**src/rtl/gpu_pkg.sv**
```systemverilog
// Shared types for the texture read path: the response record that travels
// from the texture RAM pipeline through the response FIFO.
package gpu_pkg;

    localparam int TEX_N_REQ       = 4;
    localparam int TEX_COLOR_WIDTH = 12;

    // Requester ID width; a lone requester still needs one bit to carry an ID.
    function automatic int id_width(input int n_req);
        return (n_req > 1) ? $clog2(n_req) : 1;
    endfunction

    localparam int TEX_ID_WIDTH = id_width(TEX_N_REQ);

    typedef struct packed {
        logic [TEX_ID_WIDTH-1:0]    id;
        logic [TEX_COLOR_WIDTH-1:0] color;
    } tex_rsp_t;

endpackage

```
**src/rtl/tex_rsp_fifo.sv**
```systemverilog
// First-word-fall-through response FIFO. The head reads as zero while empty so
// the response channel shows clean zeros whenever nothing is pending.
module tex_rsp_fifo
    import gpu_pkg::*;
#(
    parameter int  RSP_DEPTH = 4,
    parameter type entry_t   = tex_rsp_t,
    localparam int CNT_W     = $clog2(RSP_DEPTH + 1)
) (
    input  logic             clk,
    input  logic             rst_n,
    input  logic             push,
    input  entry_t           push_data,
    input  logic             pop,
    output entry_t           head,
    output logic             empty,
    output logic [CNT_W-1:0] count
);

    localparam int PTR_W = (RSP_DEPTH > 1) ? $clog2(RSP_DEPTH) : 1;

    entry_t           mem [RSP_DEPTH];
    logic [PTR_W-1:0] wr_ptr_reg;
    logic [PTR_W-1:0] rd_ptr_reg;
    logic [CNT_W-1:0] count_reg;
    logic             full;
    logic             do_pop;

    function automatic logic [PTR_W-1:0] ptr_inc(input logic [PTR_W-1:0] p);
        return (p == PTR_W'(RSP_DEPTH - 1)) ? '0 : p + 1'b1;
    endfunction

    assign empty  = (count_reg == '0);
    assign full   = (count_reg == CNT_W'(RSP_DEPTH));
    assign do_pop = pop && !empty;
    assign count  = count_reg;
    assign head   = empty ? '0 : mem[rd_ptr_reg];

    // Storage carries no reset; occupancy alone decides what is visible.
    always_ff @(posedge clk) begin
        if (push) begin
            mem[wr_ptr_reg] <= push_data;
        end
    end

    always_ff @(posedge clk or negedge rst_n) begin
        if (!rst_n) begin
            wr_ptr_reg <= '0;
            rd_ptr_reg <= '0;
            count_reg  <= '0;
        end else begin
            if (push) begin
                wr_ptr_reg <= ptr_inc(wr_ptr_reg);
            end
            if (do_pop) begin
                rd_ptr_reg <= ptr_inc(rd_ptr_reg);
            end
            case ({push, do_pop})
                2'b10:   count_reg <= count_reg + CNT_W'(1);
                2'b01:   count_reg <= count_reg - CNT_W'(1);
                default: count_reg <= count_reg;
            endcase
        end
    end

    // Issue credits must keep the FIFO from ever being pushed while full.
    assert property (@(posedge clk) disable iff (!rst_n) !(push && full));

endmodule

```
**src/rtl/texture_read_arbiter.sv**
```systemverilog
// Round-robin arbiter sharing the texture RAM read port among N_REQ requesters;
// in-flight reads are tagged and returned in issue order through a credited FIFO.
module texture_read_arbiter
    import gpu_pkg::*;
#(
    parameter int N_REQ       = 4,
    parameter int ADDR_WIDTH  = 22,
    parameter int COLOR_WIDTH = 12,
    parameter int RSP_DEPTH   = 4
) (
    input  logic                        clk,
    input  logic                        rst_n,
    input  logic [N_REQ-1:0]            req_valid,
    output logic [N_REQ-1:0]            req_ready,
    input  logic [N_REQ*ADDR_WIDTH-1:0] req_addr,
    output logic                        rsp_valid,
    input  logic                        rsp_ready,
    output logic [$clog2(N_REQ)-1:0]    rsp_id,
    output logic [COLOR_WIDTH-1:0]      rsp_color,
    output logic [ADDR_WIDTH-1:0]       raddr,
    input  logic [COLOR_WIDTH-1:0]      rcolor
);

    localparam int ID_W  = id_width(N_REQ);
    localparam int CNT_W = $clog2(RSP_DEPTH + 1);
    localparam int OUT_W = $clog2(RSP_DEPTH + 3);

    typedef struct packed {
        logic [ID_W-1:0]        id;
        logic [COLOR_WIDTH-1:0] color;
    } rsp_t;

    logic [ADDR_WIDTH-1:0] addr_slice [N_REQ];
    logic [ID_W-1:0]       rr_reg;
    logic [ID_W-1:0]       rr_next;
    logic [ID_W-1:0]       tag1_reg;
    logic [ID_W-1:0]       tag2_reg;
    logic                  v1_reg;
    logic                  v2_reg;
    logic [ID_W:0]         cand_sum;
    logic [ID_W-1:0]       cand_idx;
    logic [ID_W-1:0]       grant_idx;
    logic                  grant_found;
    logic                  credit_ok;
    logic                  xfer;
    logic [CNT_W-1:0]      fifo_count;
    logic [OUT_W-1:0]      outstanding;
    logic                  fifo_empty;
    rsp_t                  push_data;
    rsp_t                  head;

    generate
        for (genvar gi = 0; gi < N_REQ; gi++) begin : g_addr
            assign addr_slice[gi] = req_addr[gi*ADDR_WIDTH +: ADDR_WIDTH];
        end
    endgenerate

    // Credits count every read that will eventually land in the FIFO; a pop
    // only frees a slot once the count register has actually dropped.
    assign outstanding = OUT_W'(v1_reg) + OUT_W'(v2_reg) + OUT_W'(fifo_count);
    assign credit_ok   = rst_n && (outstanding < OUT_W'(RSP_DEPTH));

    always_comb begin
        grant_found = 1'b0;
        grant_idx   = '0;
        cand_sum    = '0;
        cand_idx    = '0;
        for (int k = 0; k < N_REQ; k++) begin
            cand_sum = {1'b0, rr_reg} + (ID_W+1)'(k);
            if (cand_sum >= (ID_W+1)'(N_REQ)) begin
                cand_sum = cand_sum - (ID_W+1)'(N_REQ);
            end
            cand_idx = cand_sum[ID_W-1:0];
            if (!grant_found && req_valid[cand_idx]) begin
                grant_found = 1'b1;
                grant_idx   = cand_idx;
            end
        end
    end

    assign xfer    = grant_found && credit_ok;
    assign rr_next = (grant_idx == ID_W'(N_REQ - 1)) ? '0 : grant_idx + 1'b1;

    always_comb begin
        req_ready = '0;
        if (xfer) begin
            req_ready[grant_idx] = 1'b1;
        end
    end

    always_ff @(posedge clk or negedge rst_n) begin
        if (!rst_n) begin
            rr_reg   <= '0;
            raddr    <= '0;
            tag1_reg <= '0;
            tag2_reg <= '0;
            v1_reg   <= 1'b0;
            v2_reg   <= 1'b0;
        end else begin
            v1_reg   <= xfer;
            v2_reg   <= v1_reg;
            tag2_reg <= tag1_reg;
            if (xfer) begin
                rr_reg   <= rr_next;
                raddr    <= addr_slice[grant_idx];
                tag1_reg <= grant_idx;
            end
        end
    end

    assign push_data.id    = tag2_reg;
    assign push_data.color = rcolor;

    tex_rsp_fifo #(
        .RSP_DEPTH (RSP_DEPTH),
        .entry_t   (rsp_t)
    ) u_rsp_fifo (
        .clk       (clk),
        .rst_n     (rst_n),
        .push      (v2_reg),
        .push_data (push_data),
        .pop       (rsp_ready),
        .head      (head),
        .empty     (fifo_empty),
        .count     (fifo_count)
    );

    assign rsp_valid = !fifo_empty;
    assign rsp_id    = head.id;
    assign rsp_color = head.color;

endmodule

```
**config.mk**
```make
export PLATFORM = sky130hd
export DESIGN_NAME = texture_read_arbiter
export DESIGN_NICKNAME = d
export VERILOG_FILES = /design/src/rtl/gpu_pkg.sv /design/src/rtl/tex_rsp_fifo.sv /design/src/rtl/texture_read_arbiter.sv
export SDC_FILE = /design/constraint.sdc
export NUM_CORES = 1
export LEC_CHECK = 0
export ABC_AREA = 0
export CAP_MARGIN = 20
export CORE_MARGIN = 3
export CORE_UTILIZATION = 45
export CTS_BUF_LIST = sky130_fd_sc_hd__clkbuf_8
export DETAILED_ROUTE_END_ITERATION = 10
export PLACE_DENSITY = 0.84
export SYNTH_ARGS = -nofsm -noshare
export SYNTH_HDL_FRONTEND = slang
export SYNTH_SLANG_ARGS = --single-unit
```
**constraint.sdc**
```tcl
create_clock -name clk -period 2.6 [get_ports clk]
set_input_delay 0.52 -clock clk [delete_from_list [all_inputs] [get_ports clk]]
set_output_delay 0.52 -clock clk [all_outputs]
set_load 0.05 [all_outputs]
```
; ---- Word level (Yosys, flattened, before mapping)
; Memory sizes are Yosys's and may differ from the RTL's.
; Index checks and enable logic that the tools add are counted.
[totals]
regBits = 37
ram_bits = 56
inputBits = 107
out_inout_bits = 41
word_cells = 88
memories = 1
[classes]
add_sub_neg = 14
n_lt_le_gt_ge = 12
eq_ne = 5
n_mux = 33
bitwise_logic = 1
n_reduce_logical = 13
[memory_table]
columns = name, words, width, rd, rd_clocked_by_memory_dff, write_ports, line
row1 = u_rsp_fifo.mem, 4, 14, 1, 0, 1, tex_rsp_fifo.sv:22  ; entry_t mem [RSP_DEPTH];
[ops]
columns = cell, n
row1 = 22-bit binary-select mux with 2-bit select, 1
row2 = 22-bit two-way mux, 2
row3 = 2-bit two-way mux, 11
row4 = 2-bit by 3-bit less-than comparator with 1-bit output (second input constant), 5
row5 = 14-bit two-way mux, 1
row6 = 3-bit greater-or-equal comparator (second input constant), 4
row7 = 1-bit two-way mux, 11
row8 = 1-bit binary-select mux with 2-bit select, 4
row9 = 2-bit == test (second input constant), 4
row10 = 2-bit by 1-bit subtractor with 2-bit output (second input constant), 4
row11 = 1-bit logical AND, 7
row12 = 2-bit by 1-bit adder with 2-bit output (second input constant), 3
row13 = 2-bit by 2-bit adder with 3-bit output (second input constant), 2
row14 = 3-bit one-hot mux with 2 select lines, 1
row15 = 1-bit logical NOT, 4
row16 = 4-bit two-way mux, 1
row17 = 2-bit by 1-bit adder with 3-bit output (second input constant), 1
row18 = 2-bit by 3-bit adder with 3-bit output, 1
row19 = 3-bit by 1-bit adder with 3-bit output (second input constant), 1
row20 = 2-bit by 3-bit greater-or-equal comparator with 1-bit output (second input constant), 1
row21 = 3-bit logical NOT, 1
row22 = 3-bit less-than comparator (second input constant), 1
row23 = 2-bit NOT with 3-bit output, 1
row24 = 3-bit by 1-bit subtractor with 3-bit output (second input constant), 1
row25 = 5 further kinds, 5

; ---- Longest topological paths before layout
[depth]
depth_word = 19
mapped_depth = 9
mapped_depth_nobuf = 9

; ---- By module
; Synthesis repeated with hierarchy kept, for this count alone.
[hier_totals]
hier_cells = 297
area_unflattened_um2 = 4618.2
[by_module_without_submodules]
columns = mod, n_inst, cells_per_inst, area_per_inst_um2, seq_area_each_um2
row1 = tex_rsp_fifo, 1, 126, 2637.5, 1856.8
row2 = texture_read_arbiter, 1, 171, 1980.6, 750.7

; ---- Worst setup path after synthesis
; No wires, ideal clock.
[synth_path]
path_kind = register -> output
from = reg u_rsp_fifo.count_reg[0], in the netlist u_rsp_fifo.count[0]
to = out req_ready[1]
arrival_ns = 1.996
t_required_ns = 2.080
path_slack_ns = 0.084
path_stages_with_launch = 8
n_path_buf = 0
cell_sequence = dfrtp_1 > ha_1 > a21oi_1 > o21ai_0 > nand2_4 > inv_4 > o21ai_1 > nor2_1
[synth_via]
elab_chain_cells = 5
[synth_lines]
columns = item, line
row1 = "start, declared", tex_rsp_fifo.sv:25  ; logic [CNT_W-1:0] count_reg;
row2 = "start signal, assigned", tex_rsp_fifo.sv:59  ; 2'b10: count_reg <= count_reg + CNT_W'(1);
row3 = "start signal, assigned", tex_rsp_fifo.sv:60  ; 2'b01: count_reg <= count_reg - CNT_W'(1);
row4 = "start signal, assigned", tex_rsp_fifo.sv:61  ; default: count_reg <= count_reg;
row5 = 2-bit by 3-bit adder with 3-bit output, texture_read_arbiter.sv:60  ; assign outstanding = OUT_W'(v1_reg) + OUT_W'(v2_reg) + OUT_W'(fifo_count);
row6 = 3-bit less-than comparator, texture_read_arbiter.sv:61  ; assign credit_ok = rst_n && (outstanding < OUT_W'(RSP_DEPTH));
row7 = 1-bit logical AND, texture_read_arbiter.sv:61
row8 = 1-bit logical AND, texture_read_arbiter.sv:81  ; assign xfer = grant_found && credit_ok;
row9 = named net xfer, texture_read_arbiter.sv:45  ; logic xfer;
row10 = 4-bit two-way mux, texture_read_arbiter.sv:86  ; if (xfer) begin
row11 = "end, declared", texture_read_arbiter.sv:14  ; output logic [N_REQ-1:0] req_ready,
; The timed path passes the listed nets, and every way through them passes these cells.

; ---- Worst setup path after layout
[layout_path]
from = in req_valid[2]
to = out req_ready[3]
[layout_via]
word_cells_on_any_way = 29
cone_classes = 2 x order compare / 19 x mux / 8 x reduce/logical
[layout_rtl]
columns = item, line
row1 = "start, declared", texture_read_arbiter.sv:13  ; input logic [N_REQ-1:0] req_valid,
row2 = 1-bit binary-select mux with 2-bit select, texture_read_arbiter.sv:74  ; if (!grant_found && req_valid[cand_idx]) begin
row3 = 1-bit two-way mux (not written as such), texture_read_arbiter.sv:74
row4 = 1-bit two-way mux, texture_read_arbiter.sv:74
row5 = 1-bit logical NOT, texture_read_arbiter.sv:74
row6 = 1-bit logical AND, texture_read_arbiter.sv:74
row7 = 1-bit two-way mux, texture_read_arbiter.sv:74
row8 = 1-bit logical NOT, texture_read_arbiter.sv:74
row9 = 1-bit logical AND, texture_read_arbiter.sv:74
row10 = 1-bit two-way mux, texture_read_arbiter.sv:74
row11 = 1-bit logical NOT, texture_read_arbiter.sv:74
row12 = 1-bit logical AND, texture_read_arbiter.sv:74
row13 = 1-bit two-way mux *, texture_read_arbiter.sv:74
row14 = 1-bit logical AND *, texture_read_arbiter.sv:81
row15 = named net xfer, texture_read_arbiter.sv:45
row16 = 4-bit two-way mux *, texture_read_arbiter.sv:86
; The timed path passes the listed nets; every way through them passes the cells marked *. The select of a mux whose other input is x is not followed.

==> results.yml <==
global_route:
  grt_first_pass_wirelength_um: 16400
  pin_count_of_the_biggest_net_entering_global_routing: 46
  globalRoute.totalOverflow: 0
  grt_pass1_vias: 3280
  grt_antenna_before_repair: 0
  global_route.usage.total: 0.190
critical_path:
  regToRegSetupSlack_ns: 0.50
  startpoint_to_endpoint_class_of_the_critical_path: "in2out"
  timing.rr.end: "u_rsp_fifo.count[2]"
  cp-endpoint: "req_ready[3]"
  slowest_delay_ns: 0.46
  timing.reg2reg.worst_path_depth: 9
  crit_start: "req_valid[2]"
  type_of_element_capturing_the_critical_path: "output port"
  crit_chain: "clkdlybuf4s50_1 -> or4_4 -> o311a_4 -> nand2_4 -> inv_4 -> o21ai_2 -> nor2_1 -> buf_6"
  worst_ep_arrival_time_ns: 2.01
  cp-start-kind: "input port"
  critical-path-slowest-cell: "sky130_fd_sc_hd__clkdlybuf4s50_1"
  regToRegStartpoint: "u_rsp_fifo.count[0]"
  critical_path_required_ns: 2.08
  critPathMaxFanout: 4
synth:
  synthesis.area_sq_mm: 0.00430
  distinct_cell_type_count_after_synthesis: 34
  ys_dominant_reg_cell: "sky130_fd_sc_hd__edfxtp_1"
  syn_nets: 408
  synth-seq-area-share: 0.607
  ys_ff_latch: 93
  synthesis.yosys.warnings: 0
  synthesis.area_per_instance_sq_um: 14.7
  synth_edf_count: 56
  synth-async-reset-ratio: 0.398
  syn-instance-count: 293
cts:
  cts-htree-levels: 3
  clk_pin_slew_ns: 0.10
  cts.path.max_buffers: 2
  cts-root-buf: "sky130_fd_sc_hd__clkbuf_8"
  worstSkewPairLatency_ns: 0.35
  cts_tree: "done"
  cts_num_sinks: 93
  tritoncts.num_buffers: 9
floorplan:
  die_width_um: 104
  fp-row-count: 35
  floorplan.io_pins: 148
  dieArea_sq_mm: 0.0108
  floorplan.die.height_um: 104
  initial_utilization: 0.463
  placeable_area_sq_mm: 0.00928
sta:
  tightestPinTransition_ns: 0.740
  final.setup.worst_slack_ns: 0.0733
  maxSlewHeadroom: 0.507
  report.final.hold_viol_count: 0
  finalCriticalPeriod_ns: 2.53
  worst_clk_skew_ns: 0.00551
  timing_max_transition_violations_final: 0
  final_clock_period_utilization_by_the_worst_path: 0.972
  holdWs_ns: 0.280
  setup_viol: 0
  max_freq_ghz: 0.396
cells_and_area:
  stdcell_area_sq_mm: 0.00618
  layout-area-overhead-vs-synth_pct: 43.8
  n_fill_cell: 718
  layout_nets: 569
  final_core_utilization: 0.666
  largest_register_ff_count: 56
  drive_above_1_share: 0.176
  antennaDiodeCount: 0
placed_design:
  placement.cell_area_sq_mm: 0.00593
  gp_congestion: 0.757
  dp_hpwl_um: 7390
  pre_cts_ws_ns: -0.141
  port_buffers: 147
hold_path:
  worst_hold_path_type: "in2async"
routing:
  route.antenna.remaining_nets: 0
  remaining_drc_errors: 0
  detail_route.wl_per_cell_um: 17.1
  drtPass1Iterations: 4
  drt_first_iter_violations: 52
  dr_total_vias: 3027
  totalWireLength_um: 10100
  route.detailed.vias_per_inst: 5.15
outcome:
  run_status: "complete, no violations"
power_and_ir_drop:
  power_per_cell_area_mw_per_mm2: 1150
  worst_ir_drop_vdd_v: 0.000754
  cellLeakagePower_nw: 2.54
flow_run:
  maxCapViolCount: 0
critical path, delay by kind of cell:
kind / cells / cell delay [ns]
buf+inv: 3 / 0.65
simple gates: 3 / 0.60
compound gates: 2 / 0.23
stage by stage:
step / cells / total power, mW / TNS (ns)
2_1_floorplan: 293 / 4.99 / 0
3_3_place_gp: 571 / 6.13 / -0.0570
3_5_place_dp: 571 / 6.22 / -0.417
4_1_cts: 587 / 7.14 / 0
5_1_grt: 588 / 7.49 / -0.00296
6_report: 588 / 7.10 / 0
metal layers:
layer,GRT usage,wire [um],up-vias,share of wire
li1,-,-,1433,-
met1,0.218,3880,1459,0.39
met2,0.340,5290,120,0.53
met3,0.0561,714,15,0.071
met4,0.0627,184,0,0.018
met5,0,0,-,0
kinds of logic (layout without fill, tap and decap cells):
logic type / Yosys count / count (layout) / synth area share
flip-flops: 93 / 93 / 0.607
multiplexers: 60 / 60 / 0.181
buffers and inverters: 26 / 192 / 0.0361
XOR/XNOR: 4 / 4 / 0.00815
AND/OR/NAND/NOR: 65 / 65 / 0.0765
adder cells (fa/ha/maj): 8 / 8 / 0.0250
AO/OA/AOI/OAI: 37 / 37 / 0.0669
power by group:
part | internal, mW | leakage, nW | switching (mW)
clock | 0.363 | 0.0939 | 0.530
combinational | 1.58 | 1.48 | 2.34
sequential | 2.01 | 0.965 | 0.272
timing repair:
| item | 4_1_cts | 5_1_grt |
|---|---|---|
| resized for setup | 10 | 8 |
| setup endpoints to repair | 4 | 13 |
| buffers inserted | 0 | 1 |
| pin swaps | 0 | 1 |
| hold buffers | 0 | 0 |
cell usage after synthesis, drive strengths merged (2+ instances only):
cell type  number  share of area
a21oi           3         0.0035
a221oi          2         0.0041
and2           18          0.026
and3            2         0.0029
buf            13          0.024
clkbuf          2         0.0017
dfrtp          37           0.22
edfxtp         56           0.39
ha              7          0.020
inv            11          0.010
mux2i          45           0.10
mux4           14          0.073
nand2          32          0.032
nor2            5         0.0044
nor3            3         0.0035
o21ai           6         0.0070
o221ai         22          0.045
or3             3         0.0044
xnor2           2         0.0041
xor2            2         0.0041
cells in the final DEF (no fill, tap or decap), types with 7 or more instances in the layout:
master and count:
sky130_fd_sc_hd__ha_1 7, sky130_fd_sc_hd__inv_1 11, sky130_fd_sc_hd__nand2_1 29, sky130_fd_sc_hd__clkbuf_8 9, sky130_fd_sc_hd__mux2i_1 45, sky130_fd_sc_hd__and2_1 18
sky130_fd_sc_hd__edfxtp_1 56, sky130_fd_sc_hd__dfrtp_1 36, sky130_fd_sc_hd__clkdlybuf4s50_1 124, sky130_fd_sc_hd__mux4_2 14, sky130_fd_sc_hd__buf_4 30, sky130_fd_sc_hd__o221ai_1 22
area by class of cell:
| cell class | instances | area (sq um) | share of cell area |
|---|---|---|---|
| timing repair buffer | 165 | 1600 | 0.259 |
| tap | 129 | 161 | 0.0261 |
| clock inverter | 7 | 57.6 | 0.00931 |
| sequential | 93 | 2610 | 0.422 |
| clock buffer | 9 | 124 | 0.0200 |
| inverter | 11 | 43.8 | 0.00709 |
| multi-input combinational | 174 | 1590 | 0.257 |
worst min-delay path by stage:
stage	to	startpoint	depth (start not counted)	slack, ns
global placement	tag2_reg[0]	tag1_reg[0]	0	0.36
global route	raddr[19]	rst_n	2	0.32
CTS	raddr[19]	rst_n	2	0.29
detailed placement	v2_reg	v1_reg	0	0.37
finish	raddr[19]	rst_n	2	0.28
floorplan	raddr[0]	rst_n	0	0.22
Power figures use the tool's default switching activity.
==> patch 1, RTL diff (same settings) <==
`COLOR_WIDTH`: 12 -> 8.
--- a/src/rtl/texture_read_arbiter.sv
+++ b/src/rtl/texture_read_arbiter.sv
@@ -5,7 +5,7 @@
 #(
     parameter int N_REQ       = 4,
     parameter int ADDR_WIDTH  = 22,
-    parameter int COLOR_WIDTH = 12,
+    parameter int COLOR_WIDTH = 8,
     parameter int RSP_DEPTH   = 4
 ) (
     input  logic                        clk,
Interface: changed (resized rcolor and rsp_color); port bits go from 148 to 140. No check against the original RTL was run, so the function may have changed too.
==> patch 1 against the unedited design <==
Routed wire length fell by 7.4%. Setup slack improved by 39 ps. Worst hold slack got worse by 20 ps. Area after synthesis fell by 14%. Sequential cell count fell by 16. Cell area fell by 10%. Total power fell by 8.6%. First-iteration DRC count rose by 73%. Highest routed layer unchanged. Critical path depth fell by 2. Critical endpoint is now req_ready[0].
==> patch 1: results (changes against the unedited design) <==
* Max Fanout on Critical Path at 3 (-1)
* Max incr delay on CP at 490 ps (+30 ps)
* First-pass GRT wire length at 15.12 mm (-7.7%)
* Largest register FFs at 40 (-29%)
* Fillers at 593 (-17%)
* Gp weighted congestion at 0.8085 (+6.8%)
* Clock buffer depth at 2 (unchanged)
* Synth top area cells: edfxtp_1 33%, dfrtp_1 25%, mux2i_1 12%
* Layout cell share with drive strength beyond 1 at 17.41% (-0.24 points)
* Post-Place Cell Area at 0.005216 mm2 (-12%)
* Synth Flop Type: edfxtp_1
* DRT Wirelength at 9.323 mm (-7.4%)
* Clock Pin Slew Worst Setup and Hold Paths at 80 ps (-20 ps)
* Peak supply drop at 750.0 uV (-0.48%)
* LEAKAGE at 2.338 nW (-7.9%)
* Slowest CP cell: clkdlybuf4s50_1
* Sw Ratio at 43.58% (-0.72 points)
* Synth Area in Compound Gates at 7.789% (+1.1 points)
* Tot GR Track Use at 20.32% (+1.3 points)
* Initial antenna violation count at 0 (unchanged)
* Port bufs at 139 (-5.4%)
* Multiplexer share of the synthesized area at 18.59% (+0.52 points)
* Status: complete, no violations
* DP Worst Slack at -197.6 ps (-56.35 ps)
* Dpl hpwl at 6.966 mm (-5.7%)
* Post-synth top cells: 45 x mux2i_1, 40 x edfxtp_1, 37 x dfrtp_1, 29 x nand2_1, 22 x o221ai_1
* Clock latency on the worst-skew pair at ~340 ps
* Normalized max-slew margin at 60.43% (+9.8 points)
* Vias at 2770 (-8.5%)
* Net Count, Synth at 379 (-7.1%)
* Xor/xnor cell area share of the yosys netlist at 0.9482% (+0.13 points)
* Post-synth EDFFs at 40 (-29%)
* Nets at 531 (-6.7%)
* Final Skew at 7.718 ps (+2.206 ps)
* Initial DRC Count at 90 (+73%)
* Hold WC Path Type: in2async
* Synth warn at 0 (unchanged)
* Vias in the first global route at 3043 (-7.2%)
* Worst path top cell family by delay: buffers and inverters
* Largest net degree at the start of global routing at 46 (unchanged)
* Sequential area share after synthesis at 57.57% (-3.1 points)
* Asr flop ratio synth at 48.05% (+8.3 points)
* Synth Area in Adders at 2.912% (+0.41 points)
[patch 1: layer usage]
metal	wire, um	vias up	share of wire [%]	global-route usage (%)
met3	536	21	5.7	4.758
met4	248	0	2.7	7.559
met2	4792	100	51	34.45
met1	3745	1333	40	25.36
met5	0	-	0	0
li1	-	1316	-	-
[patch 1: path summary, 6_finish.rpt]
| check | start | end | slack (ps) | cells after the start |
|---|---|---|---|---|
| min in group clk | tag1_reg[0] | tag2_reg[0] | 380 | 0 |
| max in group asynchronous | rst_n | raddr[7] | 2010 | 2 |
| max reg2reg | u_rsp_fifo.count[0] | u_rsp_fifo.count[2] | 580 | 9 |
| min | rst_n | v1_reg | 260 | 2 |
| max | req_valid[2] | req_ready[0] | 110 | 6 |
| min reg2reg | tag1_reg[0] | tag2_reg[0] | 380 | 0 |
[patch 1: cell families (layout without fill, tap and decap cells)]
kind of cell / after synthesis / after routing
muxes: 56 / 56
buffers and inverters: 25 / 182
adders and majority gates: 8 / 8
AOI/OAI and AO/OA: 37 / 37
and+or+nand+nor: 61 / 61
DFF: 77 / 77
xor gates and xnor gates: 4 / 4
[patch 1: repair_timing]
item | in CTS | in global routing
hold endpoints to repair | 0 | 0
buffers inserted | 1 | 0
endpoints found under the setup margin | 4 | 4
resized for setup | 7 | 16
pin swaps | 2 | 1
cloned | 0 | 0
[patch 1: area by class of cell]
cell class | count | area (um2) | share of cell area [%]
Tap cell | 102 | 127.6 | 2.306
Clock buffer | 9 | 123.9 | 2.238
Inverter | 11 | 43.79 | 0.7913
Timing Repair Buffer | 155 | 1523 | 27.52
Clock inverter | 7 | 98.84 | 1.786
Sequential cell | 77 | 2127 | 38.44
Multi-Input combinational cell | 166 | 1490 | 26.93
[patch 1: power groups by stage]
stage / Combinational, mW / Clock (mW) / Sequential (mW)
after floorplan: 1.91 / 0 / 2.44
after global placement: 3.44 / 0 / 1.93
after detailed placement: 3.52 / 0 / 1.95
after CTS: 3.55 / 1.01 / 1.94
after global routing: 3.80 / 1.07 / 1.99
final: 3.56 / 0.987 / 1.94
[patch 1: per-stage QoR]
step,setup TNS [ps],cells,util [%]
2_1_floorplan,0,268,-
3_3_place_gp,-327.8,510,66.47
3_5_place_dp,-551.8,510,66.47
4_1_cts,0,527,69.75
5_1_grt,0,527,70.52
6_report,0,527,70.52
[patch 1: worst register-to-register path: stages, from the launching register on]
cell	delay [ps]
dfrtp_1	430
or3_1	450
nand2_1	160
inv_1	60
ha_1	220
inv_1	70
fa_1	180
xor2_1	140
nor2_1	60
xor2_1	140
==> patch 2, RTL diff (same flow settings) <==
Without the edit above. Take the reset off `tag2_reg` and load it in a clocked block of its own.
--- a/src/rtl/texture_read_arbiter.sv
+++ b/src/rtl/texture_read_arbiter.sv
@@ -93,19 +93,21 @@
             rr_reg   <= '0;
             raddr    <= '0;
             tag1_reg <= '0;
-            tag2_reg <= '0;
             v1_reg   <= 1'b0;
             v2_reg   <= 1'b0;
         end else begin
             v1_reg   <= xfer;
             v2_reg   <= v1_reg;
-            tag2_reg <= tag1_reg;
             if (xfer) begin
                 rr_reg   <= rr_next;
                 raddr    <= addr_slice[grant_idx];
                 tag1_reg <= grant_idx;
             end
         end
+    end
+
+    always_ff @(posedge clk) begin
+        tag2_reg <= tag1_reg;
     end
 
     assign push_data.id    = tag2_reg;
Function: no difference found for any inputs over 10 cycles, from zero or initial values and one cycle with rst_n low; that may be too few to reach the edited logic, so the function may still have changed.
==> patch 2 against the unedited design <==
Area after synthesis fell by 0.23%. Total power rose by 1.2%. Via count rose by 0.96%. Count of clock-buffer cells in the layout did not move. Critical path depth fell by 6. Sequential cell count did not move. Combinational power rose by 3%. Register-to-register slack got worse by 80 ps. Cell area rose by 0.26%. Sequential share of layout area fell by 0.29 points. Setup slack got worse by 9.6 ps. Non-clock buffer count rose by 1. Routed wire length rose by 6.8%. Largest cell class unchanged. Highest routed layer unchanged.
==> patch 2: results (changes against the unedited design) <==
* Synth top area cells: edfxtp_1 39%, dfrtp_1 20%, mux2i_1 11%
* Synth cell types at 35 (+2.9%)
* R2r setup slk at 420 ps (-80 ps)
* First-pass GRT wire length at 17.04 mm (+3.9%)
* Dpl hpwl at 7.785 mm (+5.4%)
* Tot GR Track Use at 20.05% (+1.1 points)
* Vias in the first global route at 3277 (-0.091%)
* Status: complete, no violations
* Normalized max-slew margin at 49.65% (-1.0 points)
* Post_cts resized at 8 (-2)
* Final Skew at 13.43 ps (+7.919 ps)
* Sequential area share after synthesis at 60.56% (-0.092 points)
* Peak supply drop at 576.1 uV (-24%)
* Max Fanout on Critical Path at 5 (+1)
* Asr flop ratio synth at 37.63% (-2.2 points)
* Post-Place Cell Area at 0.005944 mm2 (+0.23%)
* Gp weighted congestion at 0.8009 (+5.8%)
* Fillers at 642 (-11%)
* Layout cell share with drive strength beyond 1 at 17.83% (+0.18 points)
* Critical Path Start: u_rsp_fifo.count[0]
* DRT Wirelength at 10.75 mm (+6.8%)
* DP Worst Slack at -136.2 ps (+4.981 ps)
* Initial DRC Count at 98 (+88%)
* Hold Slack at 225.2 ps (-54.68 ps)
* Max incr delay on CP at 760 ps (+300 ps)
-- patch 2: per-stage QoR --
step                TNS [ps]  std cells
floorplan                  0        293
global placement      -44.26        570
detailed placement    -415.5        570
CTS                   -38.47        586
global route          -5.464        586
finish                     0        586
-- patch 2: power by group --
part,total [mW],switching (mW),internal (mW)
combinational,4.02,2.41,1.61
clock,0.893,0.530,0.363
sequential,2.28,0.262,2.01
total,7.19,3.20,3.99
-- patch 2: layout make-up --
type / count / area share, %
clock buffers: 9 / 1.999
repair buffers: 166 / 26.25
inverters: 11 / 0.7066
clock inverters: 7 / 0.9489
well taps: 126 / 2.544
multi-input cells: 174 / 25.64
flip-flops and latches: 93 / 41.91
-- patch 2: how the worst max path moves through the flow --
stage / to / slack (ps) / cells after the start
after floorplan: req_ready[1] / 80 / 7
after global placement: req_ready[1] / -20 / 8
after detailed placement: req_ready[3] / -140 / 8
after CTS: req_ready[2] / -20 / 8
after global routing: req_ready[1] / -5 / 8
final: rsp_valid / 60 / 2
-- patch 2: worst max-delay path: cells and delay by family (launching register included) --
kind	cells	cell delay, ps
buffers and inverters	1	760
AND/OR/NAND/NOR	1	490
flip-flops	1	430
-- patch 2: per-layer routing --
layer | GRT usage, % | part of all wire (%) | vias to the layer above
met3 | 7.463 | 8.2 | 16
li1 | - | - | 1429
met5 | 0 | 0 | -
met4 | 6.268 | 2.1 | 0
met2 | 34.25 | 51 | 128
met1 | 23.61 | 38 | 1483
-- patch 2: logic make-up after synthesis --
logic type               count (synthesis)  share of synthesized area [%]
XOR/XNOR                                 4                         0.8170
AND/OR/NAND/NOR                         65                          7.672
flip-flops                              93                          60.56
multiplexers                            60                          18.12
AO/OA/AOI/OAI                           37                          6.710
adder cells (fa/ha/maj)                  8                          2.509
buffers and inverters                   26                          3.617
